**config.mk**
```make
export PLATFORM = sky130hd
export DESIGN_NAME = booth_sequencer
export DESIGN_NICKNAME = d
export VERILOG_FILES = /design/src/rtl/booth_sequencer.sv
export SDC_FILE = /design/constraint.sdc
export NUM_CORES = 1
export LEC_CHECK = 0
export ABC_CLOCK_PERIOD_IN_PS = 1750
export CAP_MARGIN = 20
export CORE_MARGIN = 2
export CORE_UTILIZATION = 40
export DETAILED_ROUTE_END_ITERATION = 10
export MAX_ROUTING_LAYER = met4
export PLACE_DENSITY = 0.74
export REMOVE_ABC_BUFFERS = 1
export SYNTH_ARGS = -nofsm -noshare
export SYNTH_HDL_FRONTEND = slang
export SYNTH_SLANG_ARGS = --single-unit
export TNS_END_PERCENT = 20
```
**constraint.sdc**
```tcl
create_clock -name clk -period 1.75 [get_ports clk]
set_clock_uncertainty 0.1 [all_clocks]
set_input_delay 0.35 -clock clk [delete_from_list [all_inputs] [get_ports clk]]
set_output_delay 0.35 -clock clk [all_outputs]
set_load 0.1 [all_outputs]
```
**src/rtl/booth_sequencer.sv**
```systemverilog
// Radix-2 Booth multiplier sequencer: owns A/Q/Q-1/M and the iteration counter,
// drives an external WIDTH+1 adder and applies the arithmetic right shift.
module booth_sequencer #(
    parameter int WIDTH = 8,
    parameter int CNT_W = $clog2(WIDTH + 1)
) (
    input  logic                 clk,
    input  logic                 rst,
    input  logic                 start,
    input  logic [WIDTH-1:0]     multiplicand,
    input  logic [WIDTH-1:0]     multiplier,
    output logic [WIDTH:0]       add_a,
    output logic [WIDTH:0]       add_b,
    output logic                 add_cin,
    input  logic [WIDTH:0]       add_sum,
    output logic                 busy,
    output logic                 done,
    output logic [2*WIDTH-1:0]   product,
    output logic [1:0]           state_dbg
);

    // Handshake: start is accepted on a rising edge only while busy=0
    // (IDLE or DONE); while busy=1 it is ignored and operands are not sampled.

    typedef enum logic [1:0] {
        IDLE = 2'd0,
        RUN  = 2'd1,
        DONE = 2'd2
    } state_t;

    localparam logic [CNT_W-1:0] COUNT_INIT = CNT_W'(WIDTH);
    localparam logic [CNT_W-1:0] COUNT_LAST = CNT_W'(1);

    state_t             state;
    logic [WIDTH:0]     a;
    logic [WIDTH-1:0]   q;
    logic               q_1;
    logic [WIDTH-1:0]   m;
    logic [CNT_W-1:0]   count;

    logic [WIDTH:0]     m_ext;
    logic [WIDTH:0]     a_next;
    logic [WIDTH-1:0]   q_next;
    logic               q_1_next;
    logic               accept;

    assign add_a     = a;
    assign state_dbg = state;

    always_comb begin
        m_ext   = {m[WIDTH-1], m};
        add_b   = '0;
        add_cin = 1'b0;
        case ({q[0], q_1})
            2'b01: add_b = m_ext;
            2'b10: begin
                add_b   = ~m_ext;
                add_cin = 1'b1;
            end
            default: add_b = '0;
        endcase
    end

    // Arithmetic shift of {add_sum, Q, Q_1}: the sum's sign bit is replicated.
    assign a_next   = {add_sum[WIDTH], add_sum[WIDTH:1]};
    assign q_next   = {add_sum[0], q[WIDTH-1:1]};
    assign q_1_next = q[0];

    assign accept = start && ((state == IDLE) || (state == DONE));

    always_ff @(posedge clk) begin
        if (rst) begin
            state   <= IDLE;
            busy    <= 1'b0;
            done    <= 1'b0;
            product <= '0;
            a       <= '0;
            q       <= '0;
            q_1     <= 1'b0;
            m       <= '0;
            count   <= '0;
        end else begin
            case (state)
                IDLE, DONE: begin
                    done <= 1'b0;
                    if (accept) begin
                        a     <= '0;
                        q     <= multiplier;
                        q_1   <= 1'b0;
                        m     <= multiplicand;
                        count <= COUNT_INIT;
                        busy  <= 1'b1;
                        state <= RUN;
                    end else begin
                        busy  <= 1'b0;
                        state <= IDLE;
                    end
                end
                RUN: begin
                    a     <= a_next;
                    q     <= q_next;
                    q_1   <= q_1_next;
                    count <= count - 1'b1;
                    if (count == COUNT_LAST) begin
                        // Product is captured from the final shift so it is valid with done.
                        product <= {a_next[WIDTH-1:0], q_next};
                        busy    <= 1'b0;
                        done    <= 1'b1;
                        state   <= DONE;
                    end
                end
                default: begin
                    busy  <= 1'b0;
                    done  <= 1'b0;
                    state <= IDLE;
                end
            endcase
        end
    end

endmodule

```
# == Word-level counts from Yosys, hierarchy flattened ==
# Index checks and enable logic that the tools add are counted.
# classes
n_bitwise,2
n_eq_ne,7
reduce_logical,9
n_mux,16
addsub,1
# ops
operator,count
$pmux 9 s2,2
$pmux 8 s2,1
$mux 9,1
$not 9->9,1
$mux 8,1
$pmux 4 s2,1
$reduce_and 2->1,3
$mux 1,5
$eq 2x1->1 const B,2
$eq 2x2->1 const B,2
$eq 4x1->1 const B,1
$mux 4,1
$ne 2x2->1 const B,2
$pmux 1 s2,2
$pmux 2 s2,1
$reduce_or 2->1,2
$sub 4x1->4 const B,1
$logic_not 2->1,1
$mux 2,1
$reduce_bool 2->1,1
$logic_and 1x1->1,1
$logic_or 1x1->1,1
$not 1->1,1
# word_totals
register_bits,50

# == Longest topological paths before layout ==
# logic_depth
depth_word,5
ltp_mapped,7
mapped_depth_nobuf,5

# == Worst setup path before layout ==
# OpenSTA, ideal clock, no wires.
# synth_path
path_kind,reg2out
from,reg q_1
to,out add_b[8]
arrival_time_ps,3131
slack_ps,-1831
stages_incl_launch_ff,4
required_time_ps,1300
path_cell_list,dfxtp_1 nand2_1 o21ai_0 buf_4
# synth_via
elab_chain_len,2
word_cells_on_any_way,3
classes_between,eq/ne (2); mux (1)
# synth_lines
element,line,text
"start, declared",37,logic q_1;
"start signal, assigned",102,q_1 <= q_1_next;
$eq 2x2->1 / $eq 2x1->1 (equally long branches),54,"case ({q[0], q_1})"
$pmux 9 s2 (*),54,
"end, declared",13,"output logic [WIDTH:0] add_b,"
# Mark *: on every way between the ends. The rest lies on a longest branch, timed or not.

# == Worst setup path in the final report ==
# layout_path
from,reg q_1
to,out add_b[4]
# The elaborated chain is that of the path after synthesis.

==> metrics.md <==
| Metric | Value |
|---|---|
| Fin crit period | `1770 ps` |
| Cell taking the most area after synthesis | `dfxtp_1` |
| Worst Path Max Fanout | `7` |
| Crit path launch type | `register` |
| # setup viols final | `5` |
| Core Rows | `24` |
| CP endpoint kind | `output pin` |
| Worst EP arrival | `1320 ps` |
| First-pass GRT wire length | `7950 microns` |
| Status | `complete, but fails checks` |
| Final hold violations | `0` |
| Vias post-DR | `1739` |
| Max Cap Viol | `0` |
| Clk_lat worst skew | `290 ps` |
| Yosys warns | `0` |
| Drt first pass iters | `4` |
| Crit Path Class | `reg2out` |
| CTS tree | `done` |
| P_leak | `1.27 nW` |
| IO Pins | `67` |
| HPWL after DPL | `3520 microns` |
| DR vias/cell | `5.33` |
| Synthesized cell area | `1880 sq um` |
| Tcrit/Tclk final | `101%` |
| GPL Wtd Cong | `0.774` |
| Worst Setup Slack, final | `-24.5 ps` |
| Total track usage | `19.7%` |
| Most common cell after layout, fill and taps aside | `dfxtp_1` |
| H-tree depth | `2` |
| Failing checks | `negative setup slack` |
| Syn Inst Count | `198` |
| Initial antenna violation count | `0` |
| Ant diodes | `0` |
| Synth top area share | `52.2%` |
| Max Slew Vio Count | `0` |
| Crit path required time | `1300 ps` |
| Slew @ Worst Pin | `567 ps` |
| Placed Area | `3040 sq um` |
| WL/cell | `15.1 microns` |
| Longest Clk Path Bufs | `2` |
| Cell area power density | `818 nW/um^2` |
| CTS sink count | `49` |
| Worst-path clk slew | `80 ps` |
| Share of layout cells above drive strength 1 | `35.0%` |
| Peak supply drop | `564 uV` |
| Flops & latches, synth | `49` |
| Die area | `5260 sq um` |
| Die height | `72.5 microns` |
| Slew headroom | `62.2%` |
| Number of global-route vias before repair | `1619` |
| Die Wd | `72.5 microns` |
| Largest net degree at the start of global routing | `19` |
| CORE AREA | `4440 sq um` |
| Routed WL | `4940 microns` |
| Sequential fraction of the synthesis area | `52.2%` |
| Iteration-0 DRC Markers | `136` |
| Fin nets | `304` |
| Post-DRT Antenna Nets | `0` |
| Starting Density | `42.3%` |
| Max frequency | `0.564 GHz` |
| P&R area growth vs syn | `72.2%` |
| Post-synthesis area per instance | `9.49 sq um` |
| Num CTS Buffers | `5` |
| Worst hold-check path type | `reg2reg` |
| Pre-CTS WS | `-327 ps` |
| Overflow after GRT | `0` |
| Finished Cell Area | `3230 sq um` |
| Root Buffer | `clkbuf_8` |
| Post-synth cell types | `29` |
| Hold_ws | `391 ps` |
| Unrepaired setup endpoints after global routing | `true` |
| Most frequent cells in the layout | `dfxtp_1, buf_12, clkdlybuf4s50_1` |
| Final Total Pwr | `0.00265 W` |
| Residual DRC | `0` |
| Top area cells in the synthesized netlist | `dfxtp_1, a21oi_1, a22o_2` |
| Port bufs | `66` |
==> critical path: stages (launching register included) <==
cell	delay (ps)
dfxtp_4	380
nor2b_4	140
buf_6	130
nand2_1	70
o21ai_2	80
clkbuf_16	220
==> routing by layer <==
metal | share of wire, % | track usage, % | vias up
met1 | 44 | 27.0 | 803
met3 | 7.3 | 5.00 | 4
li1 | - | - | 860
met5 | 0 | - | -
met4 | 0.47 | 6.58 | 0
met2 | 48 | 28.5 | 72
==> cells in the mapped netlist, drive strengths merged <==
| library cell | instances |
|---|---|
| a311oi | 1 |
| nor3 | 4 |
| or3 | 1 |
| nand2 | 26 |
| nand3 | 14 |
| a21oi | 25 |
| a21o | 2 |
| a22oi | 8 |
| ha | 2 |
| clkbuf | 5 |
| o21ai | 12 |
| buf | 11 |
| a211oi | 1 |
| a22o | 21 |
| nor2 | 3 |
| dfxtp | 49 |
| inv | 4 |
| or3b | 1 |
| nand2b | 3 |
| nor2b | 3 |
| nor3b | 1 |
| o211ai | 1 |
==> what timing repair did <==
item                       CTS  global route
setup endpoints to repair   19            17
setup buffers                2             0
gates resized for setup     13            21
hold buffers                 0             0
==> flip-flops by register name (all words and copies together) (netlist names) <==
name	cells
busy	1
q	8
q_1	1
m	8
count	4
done	1
add_a	8
product	16
state_dbg	2
==> metrics by stage <==
stage	cells	setup TNS, ps	util [%]
finish	326	-54.1	72.7
global route	326	-532	72.7
CTS	326	-266	70.9
detailed placement	317	-6530	68.4
global placement	317	-4810	68.4
floorplan	182	-45040	-
==> final cells by class <==
| type | count | area [sq um] |
|---|---|---|
| Timing Repair Buffer | 85 | 1230 |
| Fill cell | 310 | 1210 |
| Sequential cell | 49 | 986 |
| Multi-Input combinational cell | 129 | 852 |
| Clock buffer | 7 | 86.3 |
| Tap cell | 52 | 65.1 |
| Inverter | 4 | 15.0 |
==> report_power, final <==
group | internal, W | switching, W | leakage [nW]
sequential | 0.00117 | 0.0000562 | 0.401
clock | 0.000314 | 0.000335 | 0.0443
combinational | 0.000306 | 0.000466 | 0.824
total | 0.00179 | 0.000857 | 1.27
==> cell families (layout without fill, tap and decap cells) <==
logic type	Yosys count	after routing	share of synthesized area (%)
fa+ha+maj	2	2	1.33
simple gates	56	56	14.7
compound gates	71	71	25.8
flops	49	49	52.2
buf+inv	20	96	5.93
==> worst paths after layout <==
path,cells past startpoint,from,slack [ps],endpoint
max,5,q_1,-20,add_b[4]
min,2,m[6],390,m[6]
max reg2reg,6,count[1],120,product[14]
min reg2reg,2,m[6],390,m[6]
No activity file was read; power rests on OpenSTA's default activity.
